[src/rtl/seg_ctrl_pkg.sv]
// Shared definitions for the seven-segment display arbiter: FSM states,
// the blank digit code and the 16-bit digit packing.
package seg_ctrl_pkg;

  typedef enum logic [1:0] {
    ST_IDLE,
    ST_GAP,
    ST_OWN
  } state_e;

  localparam logic [3:0]  BLANK_DIGIT = 4'hA;
  localparam logic [15:0] BLANK_WORD  = {4{BLANK_DIGIT}};

  localparam int unsigned DIGIT_W  = 4;
  localparam int unsigned DIG0_LSB = 0;
  localparam int unsigned DIG1_LSB = 4;
  localparam int unsigned DIG2_LSB = 8;
  localparam int unsigned DIG3_LSB = 12;

endpackage

[src/rtl/seg_display_arbiter_if.sv]
// Requester-side and display-side signals of the display arbiter.
interface seg_display_arbiter_if;
  logic        req0;
  logic [15:0] data0;
  logic        req1;
  logic [15:0] data1;
  logic        gnt0;
  logic        gnt1;
  logic [3:0]  val3;
  logic [3:0]  val2;
  logic [3:0]  val1;
  logic [3:0]  val0;
  logic        blank;

  modport master (
    output req0, data0, req1, data1,
    input  gnt0, gnt1, val3, val2, val1, val0, blank
  );

  modport slave (
    input  req0, data0, req1, data1,
    output gnt0, gnt1, val3, val2, val1, val0, blank
  );
endinterface

[src/rtl/seg_hold_timer.sv]
// Loadable down-counter that saturates at zero and flags when it is there.
module seg_hold_timer #(
  parameter int unsigned CNT_W = 26
) (
  input  logic             clk,
  input  logic             rst_n,
  input  logic             load,
  input  logic [CNT_W-1:0] load_val,
  output logic             zero
);

  logic [CNT_W-1:0] cnt_q;
  logic [CNT_W-1:0] cnt_d;

  always_comb begin
    cnt_d = cnt_q;
    if (load) begin
      cnt_d = load_val;
    end else if (cnt_q != '0) begin
      cnt_d = cnt_q - 1'b1;
    end
  end

  always_ff @(posedge clk or negedge rst_n) begin
    if (!rst_n) begin
      cnt_q <= '0;
    end else begin
      cnt_q <= cnt_d;
    end
  end

  assign zero = (cnt_q == '0);

endmodule

[src/rtl/seg_display_arbiter.sv]
// Round-robin owner of the shared 4-digit display with a minimum hold
// time per owner and a blanked gap before each new owner is shown.
module seg_display_arbiter
  import seg_ctrl_pkg::*;
#(
  parameter int unsigned HOLD_CYCLES  = 50_000_000,
  parameter int unsigned BLANK_CYCLES = 65_536,
  parameter int unsigned CNT_W        = 26
) (
  input  logic                 clk,
  input  logic                 rst_n,
  seg_display_arbiter_if.slave bus
);

  localparam logic [CNT_W-1:0] BLANK_LOAD = CNT_W'(BLANK_CYCLES - 1);
  localparam logic [CNT_W-1:0] HOLD_LOAD  = CNT_W'(HOLD_CYCLES - 1);

  state_e      state_q, state_d;
  logic        pend_q, pend_d;
  logic        last_q, last_d;
  logic [1:0]  gnt_q, gnt_d;
  logic [15:0] vals_q, vals_d;
  logic        blank_q, blank_d;

  logic             tmr_load;
  logic [CNT_W-1:0] tmr_val;
  logic             tmr_zero;

  logic [1:0]  req;
  logic [15:0] data_pend;
  logic [15:0] data_own;

  assign req       = {bus.req1, bus.req0};
  assign data_pend = pend_q ? bus.data1 : bus.data0;
  // The owner is always the most recently granted requester.
  assign data_own  = last_q ? bus.data1 : bus.data0;

  seg_hold_timer #(
    .CNT_W (CNT_W)
  ) u_timer (
    .clk      (clk),
    .rst_n    (rst_n),
    .load     (tmr_load),
    .load_val (tmr_val),
    .zero     (tmr_zero)
  );

  always_comb begin
    state_d  = state_q;
    pend_d   = pend_q;
    last_d   = last_q;
    gnt_d    = gnt_q;
    vals_d   = vals_q;
    blank_d  = blank_q;
    tmr_load = 1'b0;
    tmr_val  = '0;

    case (state_q)
      ST_IDLE: begin
        if (|req) begin
          // A lone requester wins outright; a tie goes to the one not served last.
          pend_d   = (&req) ? ~last_q : req[1];
          state_d  = ST_GAP;
          tmr_load = 1'b1;
          tmr_val  = BLANK_LOAD;
        end
      end

      ST_GAP: begin
        if (tmr_zero) begin
          if (req[pend_q]) begin
            state_d  = ST_OWN;
            gnt_d    = pend_q ? 2'b10 : 2'b01;
            blank_d  = 1'b0;
            vals_d   = data_pend;
            last_d   = pend_q;
            tmr_load = 1'b1;
            tmr_val  = HOLD_LOAD;
          end else begin
            state_d = ST_IDLE;
          end
        end
      end

      ST_OWN: begin
        if (!req[last_q]) begin
          state_d = ST_IDLE;
          gnt_d   = '0;
          blank_d = 1'b1;
          vals_d  = BLANK_WORD;
        end else if (tmr_zero && req[~last_q]) begin
          state_d  = ST_GAP;
          pend_d   = ~last_q;
          gnt_d    = '0;
          blank_d  = 1'b1;
          vals_d   = BLANK_WORD;
          tmr_load = 1'b1;
          tmr_val  = BLANK_LOAD;
        end else begin
          vals_d = data_own;
        end
      end

      default: begin
        state_d = ST_IDLE;
        gnt_d   = '0;
        blank_d = 1'b1;
        vals_d  = BLANK_WORD;
      end
    endcase
  end

  always_ff @(posedge clk or negedge rst_n) begin
    if (!rst_n) begin
      state_q <= ST_IDLE;
      pend_q  <= 1'b0;
      last_q  <= 1'b1;
      gnt_q   <= '0;
      vals_q  <= BLANK_WORD;
      blank_q <= 1'b1;
    end else begin
      state_q <= state_d;
      pend_q  <= pend_d;
      last_q  <= last_d;
      gnt_q   <= gnt_d;
      vals_q  <= vals_d;
      blank_q <= blank_d;
    end
  end

  assign bus.gnt0  = gnt_q[0];
  assign bus.gnt1  = gnt_q[1];
  assign bus.blank = blank_q;
  assign bus.val3  = vals_q[DIG3_LSB +: DIGIT_W];
  assign bus.val2  = vals_q[DIG2_LSB +: DIGIT_W];
  assign bus.val1  = vals_q[DIG1_LSB +: DIGIT_W];
  assign bus.val0  = vals_q[DIG0_LSB +: DIGIT_W];

endmodule

[src/flat_wrapper.sv]
// flat-port wrapper written by rule: the top's interface ports become plain ports
module seg_display_arbiter_flat import seg_ctrl_pkg::*;
#(
  parameter int unsigned HOLD_CYCLES  = 50_000_000,
  parameter int unsigned BLANK_CYCLES = 65_536,
  parameter int unsigned CNT_W        = 26
)
  (clk, rst_n, bus_req0, bus_data0, bus_req1, bus_data1, bus_gnt0, bus_gnt1, bus_val3, bus_val2, bus_val1, bus_val0, bus_blank);
  seg_display_arbiter_if bus_i ();
  input  logic clk;
  input  logic rst_n;
  input wire logic [$bits(bus_i.req0)-1:0] bus_req0;
  input wire logic [$bits(bus_i.data0)-1:0] bus_data0;
  input wire logic [$bits(bus_i.req1)-1:0] bus_req1;
  input wire logic [$bits(bus_i.data1)-1:0] bus_data1;
  output wire logic [$bits(bus_i.gnt0)-1:0] bus_gnt0;
  output wire logic [$bits(bus_i.gnt1)-1:0] bus_gnt1;
  output wire logic [$bits(bus_i.val3)-1:0] bus_val3;
  output wire logic [$bits(bus_i.val2)-1:0] bus_val2;
  output wire logic [$bits(bus_i.val1)-1:0] bus_val1;
  output wire logic [$bits(bus_i.val0)-1:0] bus_val0;
  output wire logic [$bits(bus_i.blank)-1:0] bus_blank;
  assign bus_i.req0 = bus_req0;
  assign bus_i.data0 = bus_data0;
  assign bus_i.req1 = bus_req1;
  assign bus_i.data1 = bus_data1;
  assign bus_gnt0 = bus_i.gnt0;
  assign bus_gnt1 = bus_i.gnt1;
  assign bus_val3 = bus_i.val3;
  assign bus_val2 = bus_i.val2;
  assign bus_val1 = bus_i.val1;
  assign bus_val0 = bus_i.val0;
  assign bus_blank = bus_i.blank;
  seg_display_arbiter #(.HOLD_CYCLES(HOLD_CYCLES), .BLANK_CYCLES(BLANK_CYCLES), .CNT_W(CNT_W)) u_core (.clk(clk), .rst_n(rst_n), .bus(bus_i));
endmodule
[config.mk]
export PLATFORM = sky130hd
export DESIGN_NAME = seg_display_arbiter_flat
export DESIGN_NICKNAME = d
export VERILOG_FILES = /design/src/rtl/seg_ctrl_pkg.sv /design/src/rtl/seg_display_arbiter_if.sv /design/src/rtl/seg_hold_timer.sv /design/src/rtl/seg_display_arbiter.sv /design/src/flat_wrapper.sv
export SDC_FILE = /design/constraint.sdc
export NUM_CORES = 1
export LEC_CHECK = 0
export BUFFER_PORTS_ARGS = -buffer_cell sky130_fd_sc_hd__buf_2
export CELL_PAD_IN_SITES_DETAIL_PLACEMENT = 0
export CELL_PAD_IN_SITES_GLOBAL_PLACEMENT = 1
export CORE_MARGIN = 5
export CORE_UTILIZATION = 39
export DETAILED_ROUTE_END_ITERATION = 7
export MAX_ROUTING_LAYER = met4
export PLACE_DENSITY_LB_ADDON = 0.1
export SLEW_MARGIN = 20
export SYNTH_ARGS = -nofsm -noshare
export SYNTH_HDL_FRONTEND = slang
export SYNTH_HIERARCHICAL = 1
export SYNTH_SLANG_ARGS = --single-unit
[constraint.sdc]
create_clock -name clk -period 3.5 [get_ports clk]
set_input_delay 0.525 -clock clk [delete_from_list [all_inputs] [get_ports clk]]
set_output_delay 0.525 -clock clk [all_outputs]
set_load 0.05 [all_outputs]
Word-level counts from Yosys, hierarchy flattened
Index checks and enable logic that the tools add are counted.
- logic and storage cells: 83
- output and inout bits: 19
- flip-flop bits (word level): 49
- input port bits: 36
- reduce and logical (&&, ||, !) cells: 13
- eq/ne operators: 8
- $lt $le $gt $ge: 3
- $add $sub $neg: 1
- mux-type cells: 49
- bitwise operators: 2
- operators by type and width (operator ; count):
    two-way mux 26 bit ; 5
    two-way mux 16 bit ; 8
    case mux 26 bit (3 select lines) ; 1
    case mux 16 bit (3 select lines) ; 1
    logical NOT 26 bit ; 1
    nonzero test 26 bit ; 1
    subtractor 26 x 1 -> 26 bit (second input constant) ; 1
    two-way mux 2 bit ; 10
    two-way mux 1 bit ; 19
    case mux 2 bit (3 select lines) ; 2
    != test 2 x 1 -> 1 bit (second input constant) ; 5
    AND reduction 3 bit ; 3
    AND reduction 4 bit ; 2
    < comparator 1 x 2 -> 1 bit (second input constant) ; 3
    case mux 1 bit (3 select lines) ; 2
    nonzero test 2 bit ; 2
    != test 3 bit (second input constant) ; 1
    equality test 2 x 1 -> 1 bit (second input constant) ; 1
    equality test 2 bit (second input constant) ; 1
    logical NOT 2 bit ; 1
    NOT 1 bit ; 2
    case mux 1 bit (2 select lines) ; 1
    AND reduction 2 bit ; 1
    OR reduction 2 bit ; 1
    logical AND 1 bit ; 1

Longest topological paths before layout
Gate-level depths: netlist of the first run.
- word-level depth: 8
- gate-level depth with buffers: 15
- mapped depth without buffers: 13

Modules after synthesis
The synthesis of the first run kept the hierarchy.
- modules (own cells, without submodules) (module ; cells each ; instances ; area each (µm²) ; seq. area each (µm²)):
    seg_display_arbiter ; 166 ; 1 ; 1670.4 ; 588.1
    seg_hold_timer ; 175 ; 1 ; 1564.0 ; 650.6

Least setup slack after synthesis of the first run
Ideal clock, no wire load.
- kind: register to register
- start point: register u_core.u_timer.cnt_q[0]
- end point: register u_core.u_timer.cnt_q[0]
- setup slack: 0.077 ns
- period minus slack after synthesis: 3.423 ns
- buffers on the path: 3
- library setup time: 0.136 ns
- required time: 3.364 ns
- arrival: 3.287 ns
- cell stages (with the launch flop): 15
- cell sequence: dfrtp_1 > inv_1 > ha_1 > or4b_1 > nor4_4 > nand2_2 > inv_2 > buf_8 > and3_1 > o21ai_0 > a21oi_1 > or2_2 > clkbuf_1 > clkbuf_1 > o21ai_0
- word-level cells in the longest chain between the ends: 6
- elaborated cells on any way between the ends: 15
- those cells by class: 1 x add/sub; 10 x mux; 4 x reduce/logical
- ends and longest elaborated chain (item ; line ; RTL):
    from (decl) ; seg_hold_timer.sv:12 ; logic [CNT_W-1:0] cnt_q;
    from (signal assigned) ; seg_hold_timer.sv:28 ; cnt_q <= cnt_d;
    logical NOT 26 bit (*) ; seg_hold_timer.sv:32 ; assign zero = (cnt_q == '0);
    via u_core.tmr_zero ; seg_display_arbiter.sv:27 ; logic tmr_zero;
    logical AND 1 bit ; seg_display_arbiter.sv:91 ; end else if (tmr_zero && req[~last_q]) begin
    two-way mux 1 bit ; seg_display_arbiter.sv:91 ;
    two-way mux 1 bit ; seg_display_arbiter.sv:86 ; if (!req[last_q]) begin
    case mux 1 bit (3 select lines) (*) ; seg_display_arbiter.sv:58 ; case (state_q)
    via u_core.tmr_load ; seg_display_arbiter.sv:25 ; logic tmr_load;
    two-way mux 26 bit or nonzero test 2 bit (tied branches) ; - ;
The timed path passes the listed nets; every way through them passes the cells marked *. The select of a mux whose other input is x is not followed.
A chain may end at the register's enable or synchronous reset.

Final worst setup path of the first run
- start point: register u_core.u_timer.cnt_q[0]
- end point: register u_core.u_timer.cnt_q[10]
- word-level cells in the longest chain between the ends: 6
- elaborated cells on any way between the ends: 15
- those cells by class: 1 x add/sub; 10 x mux; 4 x reduce/logical
- ends and longest elaborated chain (item ; line ; RTL):
    logical NOT 26 bit (*) ; seg_hold_timer.sv:32 ;
    via u_core.tmr_zero ; seg_display_arbiter.sv:27 ;
    logical AND 1 bit ; seg_display_arbiter.sv:91 ;
    two-way mux 16 bit ; seg_display_arbiter.sv:91 ;
    two-way mux 26 bit ; seg_display_arbiter.sv:86 ;
    case mux 26 bit (3 select lines) (*) ; seg_display_arbiter.sv:58 ;
    via u_core.tmr_val[10] ; seg_display_arbiter.sv:26 ; logic [CNT_W-1:0] tmr_val;
    two-way mux 26 bit (*) ; seg_hold_timer.sv:17 ; if (load) begin
Marked as above.

==> impl_metrics.tcl, run 1 <==
set metrics [dict create \
    reg2reg_from "u_core/u_timer/cnt_q[0]$_DFFE_PN0P_" \
    maxCapViolCount 0 \
    power_density_nw_per_um2 851.5 \
    tightest_slew_ps 607.8 \
    routedWlPerCell_um 15.68 \
    crit_start "u_core/u_timer/cnt_q[0]$_DFFE_PN0P_" \
    final_cells 503 \
    drv_slew 0 \
    ios 55 \
    start_kind "flip-flop" \
    num_vias 2725 \
    diodes 0 \
    syn2layout_area_growth_pct 15.55 \
    crit_end "u_core/u_timer/cnt_q[10]$_DFFE_PN0P_" \
    syn_area_um2 3234 \
    grt_setup_unrepaired "false" \
    ys_types 63 \
    placementRows 33 \
    yosys_warnings 6 \
    r2r.worst_path.cells 12 \
    async_flop_share 1.000 \
    portBuffers 54 \
    grt_max_degree 45 \
    cts_max_level 2 \
    die_area_um2 10210 \
    hold_viol_final 0 \
    fmax_ghz 0.3193 \
    nFillCells 797 \
    syn_inst 341 \
    viasPerCell 5.417 \
    antenna_found_initial 0 \
    cts.reportedPaths.clkPinSlew_ps 90 \
    total_power_mw 3.182 \
    cts_made_buffers 5 \
    ant_nets 0 \
    finalSetupViolCount 0 \
    clkLatencyLatePin_ps 300 \
    cts-root-buf "clkbuf_8" \
    period_share 0.8947 \
    dp_cells 495 \
    critPathCaptureType "flip-flop" \
    clockBufferDepth 2 \
    dp_hpwl_mm 5.575 \
    start_util 0.3976 \
    regArea_um2 1239 \
    reg2reg_slack_ps 370 \
    cp_max_fo 24 \
    grt_pass1_vias 2682 \
    drtIter0Drc 91 \
    outcome "finished clean" \
    setup_tns_ps 0 \
    yosysSeqAreaShare 0.3830 \
    drt_pass1_iterations 5 \
    drive_gt1_frac 0.2563 \
    core_area_um2 8134 \
    hold_ws_ps 220.9 \
    route.detailed.drc 0 \
    leakage_nw 1.560 \
    cp.required_ps 3680 \
    grt_usage 0.1644 \
    critPathKind "flip-flop to flip-flop" \
    ys_seq_elements 49 \
    grt_pass1_wl_mm 13.19 \
    synthFlopType "dfrtp_1" \
    die_h_um 101.1 \
    grt_remaining_overflow 0 \
    synth.avg_cell_area_um2 9.485 \
    crit_arrival_ps 3310 \
    multi_input_area_um2 1856 \
    hold_class "input port to async pin" \
    cts_hold_buf 0 \
    peakVddDrop_mv 0.3899 \
    synth_edf_count 0 \
    r2r_end "u_core/u_timer/cnt_q[10]$_DFFE_PN0P_" \
    cts_sinks 49 \
    cts_tree "yes" \
    die_w_um 101.1 \
    worst_clock_skew_ps 6.198 \
    routed_wl_mm 7.889 \
    min_period_ps 3132 \
    fin_nets 438 \
    slew_headroom 0.5948 \
    globalplace.congestion 0.7779 \
]
==> how the worst min path moves through the flow <==
stage	end	depth (start not counted)	slack, ps
after CTS	u_core/u_timer/cnt_q[23]$_DFFE_PN0P_	1	430
after floorplan	u_core/gnt_q[0]$_DFFE_PN0P_	0	230
after detailed placement	u_core/vals_q[10]$_DFFE_PN0P_	1	470
final	u_core/u_timer/cnt_q[23]$_DFFE_PN0P_	1	220
after global placement	u_core/vals_q[6]$_DFFE_PN0P_	1	470
after global routing	u_core/u_timer/cnt_q[23]$_DFFE_PN0P_	1	270
==> routing by layer <==
metal,GRT usage,wire length [µm],vias up
li1,-,-,1380
met4,0.03681,76,0
met2,0.2495,3573,43
met3,0.02837,293,6
met1,0.2298,3945,1296
met5,-,0,-
==> logic make-up (layout without fill, tap and decap cells) <==
family | count (synthesis) | count (layout) | share of synthesized area
other | 1 | 3 | 0.001159
xor gates and xnor gates | 13 | 13 | 0.03520
and+or+nand+nor | 108 | 108 | 0.1772
DFF | 49 | 49 | 0.3830
muxes | 41 | 41 | 0.1284
buffers and inverters | 32 | 87 | 0.04642
adders and majority gates | 5 | 5 | 0.01934
AOI/OAI and AO/OA | 92 | 92 | 0.2093
==> area by class of cell <==
class                   count  area share
multi-input cells         262      0.4965
flip-flops and latches     49      0.3314
repair buffers             68      0.1045
well taps                 105     0.03515
clock buffers               7     0.02042
inverters                  11     0.01105
clock inverters             1    0.001004
==> metrics by stage <==
stage / util / setup WS [ps] / area (µm²)
floorplan: - / 76.88 / 3242
global placement: 0.4490 / 356.1 / 3652
detailed placement: 0.4490 / 250.2 / 3652
CTS: 0.4589 / 211.7 / 3732
global route: 0.4595 / 46.19 / 3737
finish: 0.4595 / 368.4 / 3737
==> flip-flops by register name (all words and copies together), names as in the netlist <==
name and cells:
u_core/bus.blank 1, u_core/gnt_q 2, u_core/last_q 1, u_core/pend_q 1
u_core/state_q 2, u_core/u_timer/cnt_q 26, u_core/vals_q 16
==> cell usage in the layout, fill, tap and decap left out, types with 3 or more instances in the layout <==
cell type   n
inv_1       8
clkinv_1    3
xor2_1      4
o32a_1      8
o21ai_0    19
buf_2      53
dfstp_2    10
nor3_1      8
xnor2_1     9
or4_4       3
mux2_2      4
nor4_1      4
o2bb2ai_1   8
nand2b_1    3
o22a_1      8
buf_4      14
nand3_1     6
nor2b_1     4
mux2i_1    37
clkbuf_8    5
a31oi_1     9
nand2_1    33
ha_1        5
conb_1      3
or4_1       5
dfrtp_1    39
nor2_1     24
o31ai_1     9
a21oi_1    10
==> critical path, stage by stage, from the launching register on <==
cell and delay [ps]:
dfrtp_1 410, inv_1 100, ha_1 230, or4b_1 520, nor4_4 270, nand2_2 110, inv_2 150, and3_1 190
o21ai_0 80, a21oi_1 200, or2_4 330, or2b_1 290, o21ai_0 140
==> where the power goes <==
group	total [mW]	switching (mW)	internal [mW]
Combinational	1.85	1.14	0.705
Sequential	1.02	0.203	0.814
Clock	0.319	0.179	0.140
Total	3.18	1.52	1.66
==> cell usage after synthesis, drive strengths merged, types with 4 or more instances <==
| library cell | n | area, µm² |
|---|---|---|
| o2bb2ai | 8 | 70.07 |
| o31ai | 9 | 67.56 |
| xnor2 | 9 | 78.83 |
| clkbuf | 11 | 41.29 |
| o22a | 8 | 70.07 |
| buf | 10 | 67.56 |
| nor2 | 24 | 90.09 |
| o32a | 8 | 80.08 |
| nor4 | 6 | 58.80 |
| nor2b | 4 | 25.02 |
| mux2 | 4 | 45.04 |
| dfstp | 10 | 262.8 |
| a21oi | 10 | 50.05 |
| or4 | 8 | 71.32 |
| o21ai | 20 | 103.9 |
| nor3 | 9 | 50.05 |
| dfrtp | 39 | 975.9 |
| xor2 | 4 | 35.03 |
| mux2i | 37 | 370.4 |
| nand2 | 34 | 130.1 |
| nand3 | 6 | 30.03 |
| ha | 5 | 62.56 |
| a31oi | 9 | 56.30 |
| inv | 9 | 33.78 |
==> repair_timing <==
item                       in CTS  in global routing
setup buffers                   0                  0
setup endpoints to repair       0                 12
gates resized for setup         0                  1
No activity file was read; power rests on OpenSTA's default activity.
==> run 2: changes to the inputs <==
--- a/config.mk
+++ b/config.mk
@@ -5,16 +5,15 @@
 export SDC_FILE = /design/constraint.sdc
 export NUM_CORES = 1
 export LEC_CHECK = 0
-export BUFFER_PORTS_ARGS = -buffer_cell sky130_fd_sc_hd__buf_2
 export CELL_PAD_IN_SITES_DETAIL_PLACEMENT = 0
 export CELL_PAD_IN_SITES_GLOBAL_PLACEMENT = 1
 export CORE_MARGIN = 5
-export CORE_UTILIZATION = 39
+export CORE_UTILIZATION = 44
 export DETAILED_ROUTE_END_ITERATION = 7
+export DONT_BUFFER_PORTS = 1
 export MAX_ROUTING_LAYER = met4
 export PLACE_DENSITY_LB_ADDON = 0.1
 export SLEW_MARGIN = 20
 export SYNTH_ARGS = -nofsm -noshare
 export SYNTH_HDL_FRONTEND = slang
-export SYNTH_HIERARCHICAL = 1
 export SYNTH_SLANG_ARGS = --single-unit
==> run 2 against run 1 <==
Effect of this change: die area down 14%; worst setup slack worse by 26 ps; clock skew up 3.9 ps; first-iteration DRC count down 21%; combinational power down 55%; cell area down 12%; register-to-register slack worse by 30 ps; cell count down 16%; global-route usage up 2.4 points; clock-buffer cell count unchanged; routed wire length down 6.8%; critical path depth down 6; largest power group is now registers.
==> impl_metrics.tcl, run 2 <==
set metrics [dict create \
    outcome "finished clean" \
    syn_inst 329 \
    largest_reg_flops 26 \
    final_common_cell "dfrtp_1" \
    maxCapViolCount 0 \
    total_power_mw 2.439 \
    synthTopCellsByCount "39 x dfrtp_1, 36 x nor2_1, 34 x nand2_1, 28 x o21ai_0" \
    reg2reg_from "u_core.u_timer.cnt_q[21]$_DFFE_PN0P_" \
    yosysSeqAreaShare 0.4039 \
    drtIter0Drc 72 \
    cts_max_level 2 \
    die_h_um 93.49 \
    synthFlopType "dfrtp_1" \
    drive_gt1_frac 0.1555 \
    peakVddDrop_mv 0.4282 \
    tightest_slew_ps 937.0 \
    drt_pass1_iterations 4 \
    power_density_nw_per_um2 740.9 \
    hold_viol_final 0 \
    critPathKind "flip-flop to flip-flop" \
    slew_headroom 0.3719 \
    worst_clock_skew_ps 10.10 \
    cp_max_fo 11 \
    clockBufferDepth 2 \
    ant_nets 0 \
    largest-register "u_core.u_timer.cnt_q" \
    start_util 0.4514 \
    viasPerCell 5.616 \
    synth.largest_area_cell "dfrtp_1" \
    start_kind "flip-flop" \
    grt_pass1_vias 2538 \
    antenna_found_initial 0 \
    fin_nets 369 \
    syn_nets 371 \
    globalplace.congestion 0.8017 \
    finalSetupViolCount 0 \
    num_vias 2381 \
    cts_tree "yes" \
    core_area_um2 6794 \
    yosysTopAreaCellShare 0.3182 \
    cts.reportedPaths.clkPinSlew_ps 90 \
    grt_setup_unrepaired "false" \
    die_w_um 93.49 \
    async_flop_share 1.000 \
    diodes 0 \
    portBuffers 0 \
    cts-root-buf "clkbuf_8" \
    routedWlPerCell_um 17.33 \
    crit_start "u_core.u_timer.cnt_q[21]$_DFFE_PN0P_" \
    ys_seq_elements 49 \
    period_share 0.9021 \
    final_cell_mix "39 x dfrtp_1, 36 x nor2_1, 34 x nand2_1" \
    r2r.worst_path.cells 6 \
    ys_types 52 \
    setup_tns_ps 0 \
    placementRows 30 \
    reg_top3 "u_core.u_timer.cnt_q x26, u_core.vals_q x16" \
    reg2reg_slack_ps 340 \
    grt_remaining_overflow 0 \
    hold_class "input port to async pin" \
    cp.required_ps 3690 \
    critPathCaptureType "flip-flop" \
    syn2layout_area_growth_pct 7.344 \
    leakage_nw 1.315 \
    syn_area_um2 3067 \
    routed_wl_mm 7.349 \
    grt_usage 0.1880 \
    synth_edf_count 0 \
    cts_sinks 49 \
    ios 55 \
    synth.avg_cell_area_um2 9.321 \
    yosys_warnings 0 \
    grt_pass1_wl_mm 12.77 \
    cts-resized-gates 0 \
    synth.area.top_cells "dfrtp_1 32%, dfstp_2 8.6%, mux2i_1 5.5%" \
    crit_arrival_ps 3340 \
    dp_hpwl_mm 5.093 \
    route.detailed.drc 0 \
    drv_slew 0 \
    cts_made_buffers 5 \
    fmax_ghz 0.3167 \
    grt_max_degree 40 \
    clkLatencyLatePin_ps 300 \
    die_area_um2 8739 \
    synth.most_common_cell "dfrtp_1" \
    min_period_ps 3158 \
]
[run 2: cell types whose count changed in the layout (fill, tap and decap cells not counted), moves of 8 or more]
cell,delta
a31oi_1,-8
buf_4,-8
o2bb2ai_1,-8
buf_2,-53
o31ai_1,-9
mux2i_1,-20
nor2_1,+12
o32a_1,-8
o21ai_0,+9
or3_1,+10
[run 2: area by class of cell]
class	count	area, µm²
multi-input cells	254	1714
fillers	648	3502
clock inverters	1	30.03
clock buffers	7	86.33
inverters	10	37.54
repair buffers	7	65.06
flip-flops and latches	49	1239
well taps	96	120.1
[run 2: critical path, stage by stage, from the launching register on]
cell and delay (ps):
dfrtp_1 420, or3_1 380, or4_1 670, nor4_1 620
nor3_2 280, nor4_4 330, mux2_1 350
[run 2: logic make-up (layout without fill, tap and decap cells)]
kind of cell	Yosys count	after routing	share of synthesized area
multiplexers	29	29	0.09955
XOR/XNOR	23	23	0.06569
buffers and inverters	26	25	0.03876
AO/OA/AOI/OAI	71	71	0.1518
flip-flops	49	49	0.4039
adder cells (fa/ha/maj)	6	6	0.02448
AND/OR/NAND/NOR	125	125	0.2158
[run 2: worst paths after layout]
path                                                            end
worst max-delay path                  u_core.state_q[1]$_DFFE_PN0P_
worst min-delay path            u_core.u_timer.cnt_q[3]$_DFFE_PN0P_
worst max register to register        u_core.state_q[1]$_DFFE_PN0P_
worst min register to register  u_core.u_timer.cnt_q[1]$_DFFE_PN0P_
max in group asynchronous             u_core.vals_q[12]$_DFFE_PN0P_
min in group clk                       u_core.vals_q[2]$_DFFE_PN0P_
[run 2: timing repair]
action	in CTS	in global routing
hold buffers	1	0
buffers inserted	0	0
hold endpoints to repair	39	0
[run 2: where the power goes]
group	total (mW)	leakage [nW]	internal [mW]	switching (mW)
Clock	0.423	0.0585	0.233	0.190
Combinational	0.837	0.695	0.334	0.503
Sequential	1.18	0.562	0.740	0.439
Total	2.44	1.32	1.31	1.13
[run 2: metrics by stage]
stage          instances    util  setup WS (ps)  area (µm²)  hold WS, ps
2_1_floorplan        329       -          762.7        3067        229.4
3_3_place_gp         415  0.4645          505.9        3156        231.3
3_5_place_dp         415  0.4645          374.9        3156        231.2
4_1_cts              424  0.4845          351.3        3292        39.73
5_1_grt              424  0.4845          138.6        3292        25.49
6_report             424  0.4845          342.5        3292        51.89
[run 2: metal layers]
metal	track usage	vias up	part of all wire
met1	0.2303	1154	0.44
met5	-	-	0
li1	-	1173	-
met4	0.05617	0	0.017
met3	0.04505	13	0.047
met2	0.3085	41	0.50
